**src/rtl/muladd_dout_packer.sv**
```systemverilog
// Output side of the CPF-lane MAC/bias/ReLU stage: recreates the result strobe
// from the delayed end-of-packet pulse, packs PACK results LSB-first into one
// wide word, and queues the words in a first-word-fall-through FIFO.
module muladd_dout_packer #(
  parameter int DOUT_DW      = 8,
  parameter int DATA_CHANNEL = 1,
  parameter int PACK         = 4,
  parameter int LATENCY      = 6,
  parameter int FIFO_DEPTH   = 8,
  parameter int OUT_DW       = DOUT_DW * DATA_CHANNEL * PACK
) (
  input  logic                            clk,
  input  logic                            rst,
  input  logic                            op_din_eop,
  input  logic [DOUT_DW*DATA_CHANNEL-1:0] op_dout,
  input  logic                            flush,
  output logic                            out_valid,
  input  logic                            out_ready,
  output logic [OUT_DW-1:0]               out_data,
  output logic [$clog2(FIFO_DEPTH):0]     fifo_cnt,
  output logic                            overflow
);

  localparam int W    = DOUT_DW * DATA_CHANNEL;
  localparam int IDXW = (PACK > 1) ? $clog2(PACK) : 1;
  localparam int AW   = $clog2(FIFO_DEPTH);
  localparam int CW   = AW + 1;

  localparam logic [IDXW-1:0] LAST_IDX = IDXW'(PACK - 1);
  localparam logic [CW-1:0]   FULL_CNT = CW'(FIFO_DEPTH);

  logic [LATENCY-1:0] eop_dly;
  logic               cap;

  logic [IDXW-1:0]    pack_idx;
  logic [OUT_DW-1:0]  pack_reg;
  logic [OUT_DW-1:0]  pack_next;
  logic               push;

  logic [OUT_DW-1:0]  mem [FIFO_DEPTH];
  logic [AW-1:0]      wr_ptr;
  logic [AW-1:0]      rd_ptr;
  logic [CW-1:0]      count;
  logic               full;
  logic               pop;
  logic               wr_en;
  logic               overflow_q;

  // Delay line: every eop travels LATENCY stages so back-to-back pulses all survive
  always_ff @(posedge clk or posedge rst) begin
    if (rst) begin
      eop_dly <= '0;
    end else begin
      eop_dly[0] <= op_din_eop;
      for (int i = 1; i < LATENCY; i++) begin
        eop_dly[i] <= eop_dly[i-1];
      end
    end
  end

  assign cap = eop_dly[LATENCY-1];

  // Word as it looks after this cycle's capture; also the value pushed on a flush
  always_comb begin
    pack_next = pack_reg;
    if (cap) begin
      pack_next[int'(pack_idx)*W +: W] = op_dout;
    end
  end

  // Push on the capture that fills the last slot, or on flush when anything is held
  assign push = (cap && (pack_idx == LAST_IDX)) ||
                (flush && (cap || (pack_idx != '0)));

  // Pack register and slot index; both restart whenever a word leaves
  always_ff @(posedge clk or posedge rst) begin
    if (rst) begin
      pack_idx <= '0;
      pack_reg <= '0;
    end else if (push) begin
      pack_idx <= '0;
      pack_reg <= '0;
    end else if (cap) begin
      pack_idx <= pack_idx + IDXW'(1);
      pack_reg <= pack_next;
    end
  end

  assign full      = (count == FULL_CNT);
  assign out_valid = (count != '0);
  assign pop       = out_valid && out_ready;
  assign wr_en     = push && (!full || pop);

  // FIFO storage; contents need no reset because the count gates visibility
  always_ff @(posedge clk) begin
    if (wr_en) begin
      mem[wr_ptr] <= pack_next;
    end
  end

  // FIFO pointers, occupancy and the sticky drop flag
  always_ff @(posedge clk or posedge rst) begin
    if (rst) begin
      wr_ptr     <= '0;
      rd_ptr     <= '0;
      count      <= '0;
      overflow_q <= 1'b0;
    end else begin
      if (wr_en) begin
        wr_ptr <= wr_ptr + AW'(1);
      end
      if (pop) begin
        rd_ptr <= rd_ptr + AW'(1);
      end
      if (wr_en && !pop) begin
        count <= count + CW'(1);
      end else if (!wr_en && pop) begin
        count <= count - CW'(1);
      end
      if (push && full && !pop) begin
        overflow_q <= 1'b1;
      end
    end
  end

  assign out_data = out_valid ? mem[rd_ptr] : '0;
  assign fifo_cnt = count;
  assign overflow = overflow_q;

endmodule

```
**config.mk**
```make
export PLATFORM = sky130hd
export DESIGN_NAME = muladd_dout_packer
export DESIGN_NICKNAME = d
export VERILOG_FILES = /design/src/rtl/muladd_dout_packer.sv
export SDC_FILE = /design/constraint.sdc
export NUM_CORES = 1
export LEC_CHECK = 0
export ABC_AREA = 1
export CAP_MARGIN = 20
export CORE_MARGIN = 2
export CORE_UTILIZATION = 66
export DETAILED_ROUTE_END_ITERATION = 8
export HOLD_SLACK_MARGIN = 0.15
export PLACE_DENSITY = 0.83
export SYNTH_ARGS = -nofsm -noshare
export SYNTH_HDL_FRONTEND = slang
export SYNTH_SLANG_ARGS = --single-unit
```
**constraint.sdc**
```tcl
create_clock -name clk -period 10.1 [get_ports clk]
set_input_delay 2.02 -clock clk [delete_from_list [all_inputs] [get_ports clk]]
set_output_delay 2.02 -clock clk [all_outputs]
set_load 0.01 [all_outputs]
```
==> metrics list <==
- Status: completed
- WS Path Type: reg2out
- For the worst flop-to-flop path, the logic depth is 15.
- Data on the critical path is required at its endpoint by 8.08 ns.
- Critical path data arrival time: 4.26 ns
- Unrepaired setup endpoints after global routing: false
- The worst hold path belongs to the class reg2reg.
- After clock tree synthesis, the clock-pin slew on the worst setup and hold paths is 0.06 ns.
- For this block, the via count after detailed routing is 9695.
- Final slew viol count: 0
- Setup violations remaining at the end of the flow were counted as 0.
- Share of flip-flops with an asynchronous set or reset: 16.6%
* Worst-case clock skew: 0.00715 ns
- Slowest cell on crit path: sky130_fd_sc_hd__dfrtp_4
* Post-synthesis cell type count: 29
- Most common flop cell mapped by yosys: sky130_fd_sc_hd__edfxtp_1
- Count of filler cells inserted in the layout: 1228
* Sum of net half-perimeters after detailed placement: 16500 um
- Global-route wire length before repair: 48500 um
- Setup TNS after final layout: 0 ns
* Net count, final: 1468
- Placer Congestion: 0.863
- TritonCTS created 30 clock buffers.
- Post-layout min period: 6.28 ns
- Endpoint of the worst register-to-register path: fifo_cnt[3]$_DFFE_PP0P_
* FP Rows: 52
- The biggest area contributor in the post-synthesis netlist is sky130_fd_sc_hd__edfxtp_1.
- With fillers left out, the area of the finished cells amounts to 15400 um^2.
* Number of storage elements in the synthesis netlist: 307
* Clock sink count: 307
- Number of flip-flops in the largest register: 256
- Die width: 147 um
- Across all register-to-register paths, the minimum setup slack is 6.52 ns.
- Yosys printed 0 warnings.
- On the worst path, the slowest cell contributes a delay of 0.89 ns.
* Hold-fix buffer count after cts: 0
- Cell with the most instances after synthesis: sky130_fd_sc_hd__nand2_1
* Root buf cell: sky130_fd_sc_hd__clkbuf_16
* Worst slew margin relative to its limit: 24.9%
- Port buffering added 50 buffers.
- When the netlist entered floorplanning its net count stood at 1425.
- Global routing used 28.6% of the available tracks across all layers.
* Power per unit of standard cell area: 283 nW/um^2
- Hold Startpoint: eop_dly[2]$_DFF_PP0_
- In this run the critical register-to-register path is launched from pack_idx[0]$_DFFE_PP0P_.
- Worst hold endpoint: eop_dly[3]$_DFF_PP0_
- Static power due to leakage: 7.10 nW
- Total die area: 21700 um^2
- Post-route ant nets: 0
- Wirelength per Cell: 17.4 um
- The clock reaches the later pin of the worst-skew pair after 0.55 ns.
- Sorting the synthesized cells by area gives the leading types as sky130_fd_sc_hd__edfxtp_1 57%, sky130_fd_sc_hd__nand2_1 12%, sky130_fd_sc_hd__dfrtp_1 9.4%, sky130_fd_sc_hd__inv_1 8.2%, sky130_fd_sc_hd__nand3_1 6.2%.
* Worst Setup End Kind: output port
- STA classifies the critical path startpoint as a flip-flop.
- Average via count per standard cell: 5.58
- Pin placement for this block handled 51 I/O pins.
- In the final layout, the multi-input gates occupy 3290 um^2.
- Max-cap violations in this run came to 0.
* Sequential element share of the synthesized area: 66.0%
- The cell area that synthesis handed to floorplanning was 13600 um^2.
- Area growth syn-to-layout: 13.3%
* Number of diodes added for antenna fixing: 0
- The placed instances occupy a cell area of 14300 um^2.
- In the synthesized netlist, the number of instances is 1402.
* Least-Margin Pin Slew: 1.12 ns
* Layout cells sized above 1: 6.06%
- Maximum number of pins on one net before global-route repair: 74
- Cells fill 76.0% of the core in the end.
* Hold Path Cell Cnt: 0
* Initial antenna violation count: 0
* Core area: 20200 um^2
- The top cell type by area accounts for 56.6% of the synthesized area.
- Highest net fanout along the worst path: 73
- The via count of the first global-routing pass was 9572.
- Final period utilization: 62.1%
- Number of enable-type register cells in the synthesized netlist: 256
- For this run, the top clock speed supported by timing is 159 MHz.
- The longest clock path from root to sink contains 3 buffers.
- TritonCTS clock tree: built
- Gates resized during post-CTS repair numbered 0.
- Die boundary height: 147 um
- Final setup slack of the worst path: 3.82 ns
* Number of optimization iterations in the first detailed-route pass: 8
* Final count of hold timing violations: 0
- Across the whole layout, storage elements account for 8970 um^2.
* DR iter-0 viols: 1045
- Summed over all layers, the routed wires come to 30200 um.
* Starting density of the core: 67.1%
- Number of design rule violations left after detail routing: 0
* Overall overflow remaining after global route: 0
* Synth cell count leaders: 420 x sky130_fd_sc_hd__nand2_1, 295 x sky130_fd_sc_hd__inv_1, 256 x sky130_fd_sc_hd__edfxtp_1
- IR analysis of the VDD net gives a maximum drop of 247 uV.
* # H-tree levels: 1
* Ordered cell list for the critical path: clkinv_2 -> buf_4 -> nand2_1 -> nand3_1 -> nand3_1 -> nand2_1 -> nor2_1 -> clkdlybuf4s50_1
- After synthesis, the mean cell area works out to 9.69 um^2.
- Post-CTS Setup Inserts: 0
* Worst setup timing slack at the placement stage: 4.46 ns
worst max path at each step:
stage	start	endpoint	slack, ns	cells after the start
global route	rd_ptr[0]$_DFFE_PP0N_	out_data[11]	3.57	8
floorplan	flush	mem[5][0]$_DFFE_PP_	5.12	4
CTS	rd_ptr[0]$_DFFE_PP0N_	out_data[11]	3.82	8
finish	rd_ptr[0]$_DFFE_PP0N_	out_data[11]	3.82	8
global placement	rd_ptr[0]$_DFFE_PP0N_	out_data[6]	4.55	8
detailed placement	rd_ptr[0]$_DFFE_PP0N_	out_data[11]	4.46	8
layout make-up:
class                      instances  area share (%)
sequential                       307            58.3
tap                              270            2.20
timing repair buffer              67            4.08
clock inverter                     7           0.618
inverter                         297            7.26
multi-input combinational        742            21.4
clock buffer                      49            6.15
cells by family after synthesis:
kind of cell / after synthesis / synth area share, %
AO/OA/AOI/OAI: 38 / 1.54
AND/OR/NAND/NOR: 689 / 21.0
flip-flops: 307 / 66.0
buffers and inverters: 353 / 10.2
adder cells (fa/ha/maj): 10 / 0.976
XOR/XNOR: 5 / 0.322
through the flow:
step                power [mW]  cells  hold slack (ns)
global route              4.60   1739            0.355
finish                    4.35   1739            0.350
global placement          3.15   1681            0.334
CTS                       4.36   1737            0.351
detailed placement        3.21   1681            0.337
floorplan                 2.62   1402            0.331
power breakdown:
part | total (mW) | internal (mW) | switching, mW | leakage [nW]
clock | 1.14 | 0.690 | 0.455 | 0.510
combinational | 1.55 | 0.586 | 0.964 | 3.50
sequential | 1.66 | 1.54 | 0.116 | 3.09
total | 4.35 | 2.82 | 1.54 | 7.10
metal layers:
| metal | GRT usage [%] | up-vias | routed length (um) |
|---|---|---|---|
| met1 | 37.1 | 4632 | 11500 |
| met2 | 49.4 | 497 | 15200 |
| met3 | 3.83 | 96 | 2350 |
| li1 | - | 4470 | - |
| met4 | 11.8 | 0 | 1120 |
| met5 | 0 | - | 0 |
placed cells by master (no fill, tap or decap), drive strengths merged, types with 4 or more instances in the layout:
master,count
nand2,425
xnor2,4
inv,295
nor2,81
nand3,169
o22ai,10
clkdlybuf4s50,50
nor3,11
edfxtp,256
o21ai,10
dfrtp,51
clkinv,7
ha,9
buf,15
clkbuf,51
a21oi,17
worst max-delay path: cells and delay by family, from the launching register on:
| family | cells | cell delay [ns] |
|---|---|---|
| buffers and inverters | 3 | 2.03 |
| flip-flops | 1 | 0.89 |
| AND/OR/NAND/NOR | 5 | 0.67 |
Power figures use the tool's default switching activity.
